`src/rtl/logic_unit_pkg.sv`:
```
// Shared opcode encoding and op-field width for the pipelined logic unit.
package logic_unit_pkg;
  localparam int OP_W = 3;

  typedef enum logic [OP_W-1:0] {
    OP_AND  = 3'd0,
    OP_OR   = 3'd1,
    OP_XOR  = 3'd2,
    OP_NAND = 3'd3,
    OP_NOR  = 3'd4,
    OP_XNOR = 3'd5,
    OP_NOTA = 3'd6,
    OP_PASS = 3'd7
  } op_e;
endpackage

```
`src/rtl/logic_unit_pipe_if.sv`:
```
// Operand-side and result-side valid/ready bundle of the logic unit.
interface logic_unit_pipe_if
  import logic_unit_pkg::*;
#(
  parameter int WIDTH = 16
);
  logic             in_valid;
  logic             in_ready;
  logic [WIDTH-1:0] a;
  logic [WIDTH-1:0] b;
  logic [OP_W-1:0]  op;
  logic             acc;
  logic             out_valid;
  logic             out_ready;
  logic [WIDTH-1:0] r;
  logic             zero;
  logic             ones;
  logic             parity;

  modport master (
    output in_valid, a, b, op, acc, out_ready,
    input  in_ready, out_valid, r, zero, ones, parity
  );

  modport slave (
    input  in_valid, a, b, op, acc, out_ready,
    output in_ready, out_valid, r, zero, ones, parity
  );
endinterface

```
`src/rtl/logic_op_core.sv`:
```
// Combinational bitwise operation plus result flags.
module logic_op_core
  import logic_unit_pkg::*;
#(
  parameter int WIDTH = 16
) (
  input  logic [OP_W-1:0]  op,
  input  logic [WIDTH-1:0] a_eff,
  input  logic [WIDTH-1:0] b,
  output logic [WIDTH-1:0] result,
  output logic             zero,
  output logic             ones,
  output logic             parity
);
  always_comb begin
    result = '0;
    case (op)
      OP_AND:  result = a_eff & b;
      OP_OR:   result = a_eff | b;
      OP_XOR:  result = a_eff ^ b;
      OP_NAND: result = ~(a_eff & b);
      OP_NOR:  result = ~(a_eff | b);
      OP_XNOR: result = ~(a_eff ^ b);
      OP_NOTA: result = ~a_eff;
      default: result = a_eff;
    endcase
    zero   = (result == '0);
    ones   = &result;
    parity = ^result;
  end
endmodule

```
`src/rtl/logic_unit_pipe.sv`:
```
// Two-stage elastic logic unit: operand capture, then compute/result with
// an accumulate path fed by the most recently issued result.
module logic_unit_pipe
  import logic_unit_pkg::*;
#(
  parameter int WIDTH = 16
) (
  input logic               clk,
  input logic               rst,
  logic_unit_pipe_if.slave  bus
);
  logic             vld_p0, vld_p1;
  logic [WIDTH-1:0] a_p0, b_p0;
  logic [OP_W-1:0]  op_p0;
  logic             acc_p0;
  logic [WIDTH-1:0] r_p1, last_result;
  logic             zero_p1, ones_p1, parity_p1;

  logic             adv0, adv1, accept;
  logic [WIDTH-1:0] a_eff, res;
  logic             res_zero, res_ones, res_parity;

  assign adv1         = !vld_p1 || bus.out_ready;
  assign adv0         = vld_p0 && adv1;
  assign bus.in_ready = !vld_p0 || adv1;
  assign accept       = bus.in_valid && bus.in_ready;

  // last_result is updated in issue order, so the chained operand is always
  // the previous operation's result even if that result is still stalled.
  assign a_eff = acc_p0 ? last_result : a_p0;

  logic_op_core #(.WIDTH(WIDTH)) u_core (
    .op     (op_p0),
    .a_eff  (a_eff),
    .b      (b_p0),
    .result (res),
    .zero   (res_zero),
    .ones   (res_ones),
    .parity (res_parity)
  );

  // Stage 0: operand capture
  always_ff @(posedge clk) begin
    if (rst) begin
      vld_p0 <= 1'b0;
      a_p0   <= '0;
      b_p0   <= '0;
      op_p0  <= '0;
      acc_p0 <= 1'b0;
    end else begin
      if (accept) begin
        vld_p0 <= 1'b1;
        a_p0   <= bus.a;
        b_p0   <= bus.b;
        op_p0  <= bus.op;
        acc_p0 <= bus.acc;
      end else if (adv0) begin
        vld_p0 <= 1'b0;
      end
    end
  end

  // Stage 1: result and flags
  always_ff @(posedge clk) begin
    if (rst) begin
      vld_p1      <= 1'b0;
      r_p1        <= '0;
      zero_p1     <= 1'b0;
      ones_p1     <= 1'b0;
      parity_p1   <= 1'b0;
      last_result <= '0;
    end else begin
      if (adv1) vld_p1 <= vld_p0;
      if (adv0) begin
        r_p1        <= res;
        zero_p1     <= res_zero;
        ones_p1     <= res_ones;
        parity_p1   <= res_parity;
        last_result <= res;
      end
    end
  end

  assign bus.out_valid = vld_p1;
  assign bus.r         = r_p1;
  assign bus.zero      = zero_p1;
  assign bus.ones      = ones_p1;
  assign bus.parity    = parity_p1;
endmodule

```
`src/flat_wrapper.sv`:
```
// flat-port wrapper written by rule: the top's interface ports become plain ports
module logic_unit_pipe_flat import logic_unit_pkg::*;
#(
  parameter int WIDTH = 16
)
  (clk, rst, bus_in_valid, bus_a, bus_b, bus_op, bus_acc, bus_out_ready, bus_in_ready, bus_out_valid, bus_r, bus_zero, bus_ones, bus_parity);
  logic_unit_pipe_if #(.WIDTH(WIDTH)) bus_i ();
  input logic clk;
  input logic rst;
  input wire logic [$bits(bus_i.in_valid)-1:0] bus_in_valid;
  input wire logic [$bits(bus_i.a)-1:0] bus_a;
  input wire logic [$bits(bus_i.b)-1:0] bus_b;
  input wire logic [$bits(bus_i.op)-1:0] bus_op;
  input wire logic [$bits(bus_i.acc)-1:0] bus_acc;
  input wire logic [$bits(bus_i.out_ready)-1:0] bus_out_ready;
  output wire logic [$bits(bus_i.in_ready)-1:0] bus_in_ready;
  output wire logic [$bits(bus_i.out_valid)-1:0] bus_out_valid;
  output wire logic [$bits(bus_i.r)-1:0] bus_r;
  output wire logic [$bits(bus_i.zero)-1:0] bus_zero;
  output wire logic [$bits(bus_i.ones)-1:0] bus_ones;
  output wire logic [$bits(bus_i.parity)-1:0] bus_parity;
  assign bus_i.in_valid = bus_in_valid;
  assign bus_i.a = bus_a;
  assign bus_i.b = bus_b;
  assign bus_i.op = bus_op;
  assign bus_i.acc = bus_acc;
  assign bus_i.out_ready = bus_out_ready;
  assign bus_in_ready = bus_i.in_ready;
  assign bus_out_valid = bus_i.out_valid;
  assign bus_r = bus_i.r;
  assign bus_zero = bus_i.zero;
  assign bus_ones = bus_i.ones;
  assign bus_parity = bus_i.parity;
  logic_unit_pipe #(.WIDTH(WIDTH)) u_core (.clk(clk), .rst(rst), .bus(bus_i));
endmodule
```
`config.mk`:
```
export PLATFORM = sky130hd
export DESIGN_NAME = logic_unit_pipe_flat
export DESIGN_NICKNAME = d
export VERILOG_FILES = /design/src/rtl/logic_unit_pkg.sv /design/src/rtl/logic_unit_pipe_if.sv /design/src/rtl/logic_op_core.sv /design/src/rtl/logic_unit_pipe.sv /design/src/flat_wrapper.sv
export SDC_FILE = /design/constraint.sdc
export NUM_CORES = 1
export LEC_CHECK = 0
export ABC_AREA = 1
export ABC_CLOCK_PERIOD_IN_PS = 3350
export CAP_MARGIN = 5
export CORE_ASPECT_RATIO = 0.8
export CORE_MARGIN = 3
export CORE_UTILIZATION = 55
export CTS_CLUSTER_DIAMETER = 30
export DETAILED_ROUTE_END_ITERATION = 10
export PLACE_DENSITY = 0.8
export SLEW_MARGIN = 25
export SYNTH_ARGS = -nofsm -noshare
export SYNTH_HDL_FRONTEND = slang
export SYNTH_SLANG_ARGS = --single-unit
```
`constraint.sdc`:
```
create_clock -name clk -period 3.35 [get_ports clk]
set_input_delay 0.5025 -clock clk [delete_from_list [all_inputs] [get_ports clk]]
set_output_delay 0.5025 -clock clk [all_outputs]
set_load 0.05 [all_outputs]
```
==> results.sh, run 1 <==
export IMPL_status="finished clean"
export IMPL_cts_sinks=57
export IMPL_ys_ff_latch=57
export IMPL_clockBufferDepth=2
export IMPL_timing_slew_headroom=0.433
export IMPL_die_area_sq_um=9140
export IMPL_power_leakage_nw=2.79
export IMPL_drt_wl_total_mm=13.3
export IMPL_initial_core_util=0.580
export IMPL_min_path_type="reg2reg"
export IMPL_path_buf_inv=3
export IMPL_worst_pin_slew_ns=0.850
export IMPL_syn_area_sq_um=4410
export IMPL_yosysWarnings=0
export IMPL_p_switching_uw=896
export IMPL_irDropWorstVdd_mv=0.264
export IMPL_period_share=0.842
export IMPL_crit_path_max_incr_delay_ns=0.50
export IMPL_grt_overflow_total=0
export IMPL_reg2regPathDepth=17
export IMPL_synth_common_cells="nand2_1 (180), inv_1 (131), nand3_1 (66)"
export IMPL_n_antenna_cell=0
export IMPL_yosys_top_cells_area="dfxtp_1 (26%), nand2_1 (15%), ha_1 (14%)"
export IMPL_hold_buffers=0
export IMPL_ant_nets=0
export IMPL_port_buffers=60
export IMPL_fillers=708
export IMPL_avgSynthCellArea_sq_um=6.14
export IMPL_gp_congestion=0.887
export IMPL_syn_nets=807
export IMPL_placed_cells=864
export IMPL_yosysTopAreaCell="dfxtp_1"
export IMPL_end_kind="register"
export IMPL_p_int_mw=1.42
export IMPL_rows=28
export IMPL_p_total_mw=2.31
export IMPL_multiInputGateArea_sq_um=2610
export IMPL_worstPathArrival_ns=3.11
export IMPL_ys_flop_type="dfxtp_1"
export IMPL_post_drt_wl_per_cell_microns=15.1
export IMPL_drt_iter0_drc=405
export IMPL_path_cells="inv_2 -> nand2_1 -> nand2_1 -> ha_1 -> nand4_1 -> nand2_1 -> nor2_1 -> nand3_1 -> inv_1 -> ha_1 -> xor2_1 -> nand2_1 -> nand2_1 -> nand2_1 -> nand3_1 -> nand2_1 -> inv_1"
export IMPL_grt_pass1_vias=4667
export IMPL_p_comb_frac=0.388
export IMPL_hold_depth=2
export IMPL_async_reset_ff_frac=0
export IMPL_synth_seq_area_share=0.259
export IMPL_cpMostUsedCell="nand2_1"
export IMPL_gr_usage_all_layers=0.301
export IMPL_dpl_hpwl_mm=9.26
export IMPL_rsz0062_at_grt="no"
export IMPL_yosysMostFrequentCell="nand2_1"
export IMPL_cts_buffers=9
export IMPL_pwr_share_clk=0.286
export IMPL_critPathLaunchType="register"
export IMPL_routed_via_density=5.39
export IMPL_area_growth_pct=20.4
export IMPL_grt_max_degree=73
export IMPL_fin_crit_ns=2.82
export IMPL_clock_latency_ns=0.35
export IMPL_crit_reg2reg_launch="u_core.acc_p0"
export IMPL_io_pins=61
export IMPL_drive_gt1_frac=0.0491
export IMPL_seqCellArea_sq_um=1140
export IMPL_cts_tree="yes"
export IMPL_swShare=0.387
export IMPL_slew_violations=0
export IMPL_r2r_end="u_core.bus.parity"
export IMPL_first_pass_iters=5
export IMPL_drc=0
export IMPL_nNetsFinal=858
export IMPL_crit_slowest_cell="dfxtp_1"
export IMPL_synthCells=719
export IMPL_die_height_microns=86.1
export IMPL_synth_cell_types=21
export IMPL_rrSetupSlack_ns=0.53
export IMPL_finalClockSkew_ns=0.00973
export IMPL_die_w_microns=106
export IMPL_htree_levels=3
export IMPL_ctsRootBufferMaster="clkbuf_8"
export IMPL_hold_start="u_core.a_p0[14]"
export IMPL_post_cts_buffers=0
export IMPL_fin_area_sq_um=5320
export IMPL_hold_viol_final=0
export IMPL_crit_required_ns=3.64
export IMPL_vias=4738
export IMPL_synth_edff_count=0
export IMPL_fin_tns_setup_ns=0
export IMPL_cts_resized=0
export IMPL_max_cap_violations=0
export IMPL_critPathKind="reg2reg"
export IMPL_yosys_area_top_type_share=0.259
export IMPL_crit_fanout=17
export IMPL_antenna_found_initial=0
export IMPL_setup_viol=0
export IMPL_holdPathEnd="u_core.a_p0[14]"
export IMPL_coreArea_sq_um=7600
export IMPL_clk_pin_slew_worst_paths_ns=0.07
export IMPL_pre_cts_slack_ns=0.703
export IMPL_finalNonFillerCells=879
export IMPL_grt_pass1_wl_mm=21.9
export IMPL_p_per_area_nw_per_um2=436
export IMPL_seqPwrFrac=0.326
export IMPL_fin_ws_ns=0.529
export IMPL_dpl_cell_area_sq_um=5120
export IMPL_fmax_mhz=354
export IMPL_critPathTopFamily="simple AND/OR/NAND/NOR gates"
metrics by stage:
step,hold WS [ns],utilization
2_1_floorplan,0.429,-
3_3_place_gp,0.441,0.674
3_5_place_dp,0.450,0.674
4_1_cts,0.460,0.699
5_1_grt,0.474,0.699
6_report,0.457,0.699
per-layer routing:
metal / up-vias / GRT usage / share of wire
met2: 188 / 0.486 / 0.44
met5: - / 0 / 0
met4: 0 / 0.115 / 0.024
li1: 2362 / - / -
met3: 35 / 0.0640 / 0.090
met1: 2153 / 0.396 / 0.44
worst min-delay path, stage by stage (launching register included):
cell     delay, ns
dfxtp_1       0.30
inv_1         0.06
a21oi_1       0.06
cell usage in the layout (no fill, tap or decap):
| master | synthesis | routed |
|---|---|---|
| nand3_1 | 66 | 66 |
| clkbuf_8 | 0 | 10 |
| nand2_1 | 180 | 179 |
| buf_12 | 0 | 1 |
| inv_2 | 3 | 3 |
| dfxtp_1 | 57 | 57 |
| nor2_1 | 56 | 56 |
| clkinv_1 | 1 | 1 |
| nand4_1 | 36 | 36 |
| nor3_1 | 2 | 2 |
| inv_1 | 131 | 131 |
| clkinv_2 | 0 | 2 |
| xor2_1 | 4 | 4 |
| bufinv_16 | 0 | 1 |
| nand2_2 | 1 | 2 |
| xnor2_1 | 4 | 4 |
| nor2_2 | 1 | 1 |
| buf_4 | 2 | 15 |
| a21oi_1 | 56 | 56 |
| o21ai_0 | 36 | 36 |
| clkinv_4 | 0 | 1 |
| ha_1 | 48 | 48 |
| clkinvlp_4 | 0 | 1 |
| clkdlybuf4s50_1 | 0 | 60 |
| nor2_4 | 1 | 1 |
registers in the layout, indices dropped and copies added, names as in the netlist:
register / cells
u_core.bus.out_valid: 1
u_core.bus.ones: 1
u_core.b_p0: 16
u_core.bus.zero: 1
u_core.bus.parity: 1
u_core.a_p0: 16
u_core.op_p0: 3
u_core.vld_p0: 1
u_core.acc_p0: 1
u_core.bus.r: 16
power by group through the flow:
stage	sequential, mW	clock (mW)	combinational (mW)
6_report	0.755	0.662	0.898
5_1_grt	0.761	0.700	0.999
4_1_cts	0.755	0.669	0.885
3_5_place_dp	0.770	0	0.876
3_3_place_gp	0.769	0	0.846
2_1_floorplan	0.826	0	0.571
how the worst max path moves through the flow:
stage	endpoint	from	cells after the start
finish	u_core.bus.parity	u_core.acc_p0	17
global route	u_core.bus.parity	u_core.acc_p0	19
global placement	u_core.bus.parity	u_core.acc_p0	17
detailed placement	u_core.bus.parity	u_core.acc_p0	18
floorplan	u_core.bus.parity	u_core.bus.r[10]	17
CTS	u_core.bus.parity	u_core.acc_p0	17
cell families after synthesis:
kind of cell,count (synthesis),synth area share
AOI/OAI and AO/OA,92,0.104
DFF,57,0.259
buffers and inverters,171,0.151
adders and majority gates,48,0.136
and+or+nand+nor,343,0.334
xor gates and xnor gates,8,0.0159
layout make-up:
cell class,count,area share
multi-input cells,491,0.491
flip-flops and latches,57,0.215
repair buffers,76,0.138
inverters,135,0.0953
clock buffers,10,0.0259
well taps,105,0.0247
clock inverters,5,0.0106
Note: power is estimated with default switching activity, not from simulation.
==> inputs of run 2 (changes only) <==
Settings changed: ABC_CLOCK_PERIOD_IN_PS 3350 to 2700.
Clock period 3.35 ns to 2.7 ns, I/O delays scaled along.
==> run 2 against run 1 <==
  * Utilization increased by 2.8 points
  * Die area unchanged
  * Global-route usage decreased by 1.4 points
  * Sequential power increased by 24%
  * Largest cell class unchanged
  * Maximum frequency increased by 8.8%
  * Worst setup slack got worse by 0.42 ns
  * Clock power increased by 14%
  * Cell count increased by 1.9%
  * Clock skew increased by 0.0013 ns
  * Critical path depth increased by 1
==> results.sh, run 2 (synthesis results as in run 1) <==
export IMPL_drc=0
export IMPL_period_share=0.960
export IMPL_grt_max_degree=44
export IMPL_final_common_cell="nand2_1"
export IMPL_final_cell_mix="nand2_1 (179), inv_1 (131), nand3_1 (64)"
export IMPL_p_total_mw=2.93
export IMPL_slew_violations=0
export IMPL_p_switching_mw=1.19
export IMPL_fin_tns_setup_ns=0
export IMPL_whs_ns=0.457
export IMPL_drt_iter0_drc=386
export IMPL_die_height_microns=86.1
export IMPL_gp_congestion=0.963
export IMPL_clockBufferDepth=2
export IMPL_io_pins=61
export IMPL_fillers=647
export IMPL_fin_ws_ns=0.108
export IMPL_min_path_type="reg2reg"
export IMPL_fin_crit_ns=2.59
export IMPL_routed_via_density=5.49
export IMPL_ant_nets=0
export IMPL_hold_viol_final=0
export IMPL_cts_buffers=9
export IMPL_initial_core_util=0.580
export IMPL_drive_gt1_frac=0.0948
export IMPL_cp_endpoint="u_core.bus.parity"
export IMPL_vias=4915
export IMPL_clk_pin_slew_worst_paths_ns=0.08
export IMPL_multiInputGateArea_sq_um=2700
export IMPL_seqPwrFrac=0.319
export IMPL_r2r_end="u_core.bus.parity"
export IMPL_hold_depth=2
export IMPL_cts_sinks=57
export IMPL_pwr_share_clk=0.258
export IMPL_grt_pass1_vias=4450
export IMPL_fmax_mhz=386
export IMPL_dpl_cell_area_sq_um=5180
export IMPL_crit_fanout=9
export IMPL_critPathLaunchType="register"
export IMPL_htree_levels=3
export IMPL_area_growth_pct=25.3
export IMPL_end_kind="register"
export IMPL_worstPathArrival_ns=2.89
export IMPL_drt_wl_total_mm=13.3
export IMPL_pre_cts_slack_ns=0.213
export IMPL_ctsRootBufferMaster="clkbuf_8"
export IMPL_first_pass_iters=7
export IMPL_seqCellArea_sq_um=1140
export IMPL_rrSetupSlack_ns=0.11
export IMPL_dpl_hpwl_mm=9.28
export IMPL_port_buffers=60
export IMPL_worst_pin_slew_ns=0.688
export IMPL_grt_pass1_wl_mm=21.1
export IMPL_post_drt_wl_per_cell_microns=14.8
export IMPL_clock_latency_ns=0.36
export IMPL_setup_viol=0
export IMPL_coreArea_sq_um=7600
export IMPL_finalClockSkew_ns=0.0110
export IMPL_max_cap_violations=0
export IMPL_crit_reg2reg_launch="u_core.acc_p0"
export IMPL_power_leakage_nw=2.90
export IMPL_gr_usage_all_layers=0.287
export IMPL_rows=28
export IMPL_fin_area_sq_um=5530
export IMPL_crit_start="u_core.acc_p0"
export IMPL_critPathKind="reg2reg"
export IMPL_status="finished clean"
export IMPL_timing_slew_headroom=0.539
export IMPL_n_antenna_cell=0
export IMPL_die_area_sq_um=9140
export IMPL_irDropWorstVdd_mv=0.311
export IMPL_crit_required_ns=3.00
export IMPL_cts_tree="yes"
export IMPL_p_comb_frac=0.423
export IMPL_die_w_microns=106
export IMPL_hold_buffers=0
export IMPL_antenna_found_initial=0
export IMPL_grt_overflow_total=0
export IMPL_p_int_mw=1.73
export IMPL_reg2regPathDepth=18
export IMPL_swShare=0.408
export IMPL_nNetsFinal=874
export IMPL_p_per_area_nw_per_um2=530
==> run 2: cell count changes in the layout (fill, tap and decap cells not counted), sizes merged <==
cell,delta
clkbuf,-1
buf,+17
clkinv,+1
clkdlybuf4s50,-1
clkinvlp,+1
bufinv,-1
inv,+1
==> run 2: how the worst min path moves through the flow <==
stage	startpoint	to	slack, ns
3_5_place_dp	u_core.a_p0[14]	u_core.a_p0[14]	0.45
6_report	u_core.a_p0[14]	u_core.a_p0[14]	0.46
2_1_floorplan	u_core.a_p0[15]	u_core.a_p0[15]	0.43
5_1_grt	u_core.a_p0[3]	u_core.a_p0[3]	0.48
3_3_place_gp	u_core.a_p0[10]	u_core.a_p0[10]	0.44
4_1_cts	u_core.a_p0[14]	u_core.a_p0[14]	0.46
==> run 2: through the flow <==
stage          std cells   util
3_5_place_dp         872  0.681
4_1_cts              888  0.705
5_1_grt              896  0.727
3_3_place_gp         872  0.681
2_1_floorplan        719      -
6_report             896  0.727
==> run 2: power groups by stage <==
stage	Clock (mW)	Combinational [mW]	Sequential, mW
after global placement	0	1.05	0.951
after detailed placement	0	1.09	0.954
after floorplan	0	0.708	1.03
after global routing	0.793	1.37	0.942
final	0.755	1.24	0.936
after CTS	0.763	1.09	0.934
==> run 2: final cells by class <==
| class | instances | share of cell area |
|---|---|---|
| repair buffers | 92 | 0.155 |
| inverters | 135 | 0.0926 |
| multi-input cells | 491 | 0.489 |
| flip-flops and latches | 57 | 0.207 |
| well taps | 105 | 0.0238 |
| clock buffers | 9 | 0.0224 |
| clock inverters | 7 | 0.00996 |
==> run 2: timing repair <==
item	in CTS	in global routing
resized for setup	0	27
buffers inserted	0	8
endpoints found under the setup margin	0	1
==> run 2: layer usage <==
| layer | vias to the layer above | share of wire | global-route usage |
|---|---|---|---|
| li1 | 2399 | - | - |
| met1 | 2210 | 0.42 | 0.383 |
| met2 | 271 | 0.45 | 0.456 |
| met3 | 35 | 0.11 | 0.0685 |
| met4 | 0 | 0.020 | 0.102 |
| met5 | - | 0 | 0 |
==> run 2: worst max-delay path, cell delays in order (launching register included) <==
cell	delay, ns
dfxtp_4	0.38
clkinv_4	0.08
buf_4	0.19
nand2_1	0.09
nand2_1	0.09
ha_1	0.30
nand4_1	0.09
nand2_1	0.10
nor2_2	0.05
nand3_1	0.13
inv_1	0.06
ha_1	0.37
xnor2_2	0.21
nand2_1	0.08
nand2_1	0.08
nand2_1	0.06
nand3_1	0.07
nand2_1	0.07
inv_1	0.05
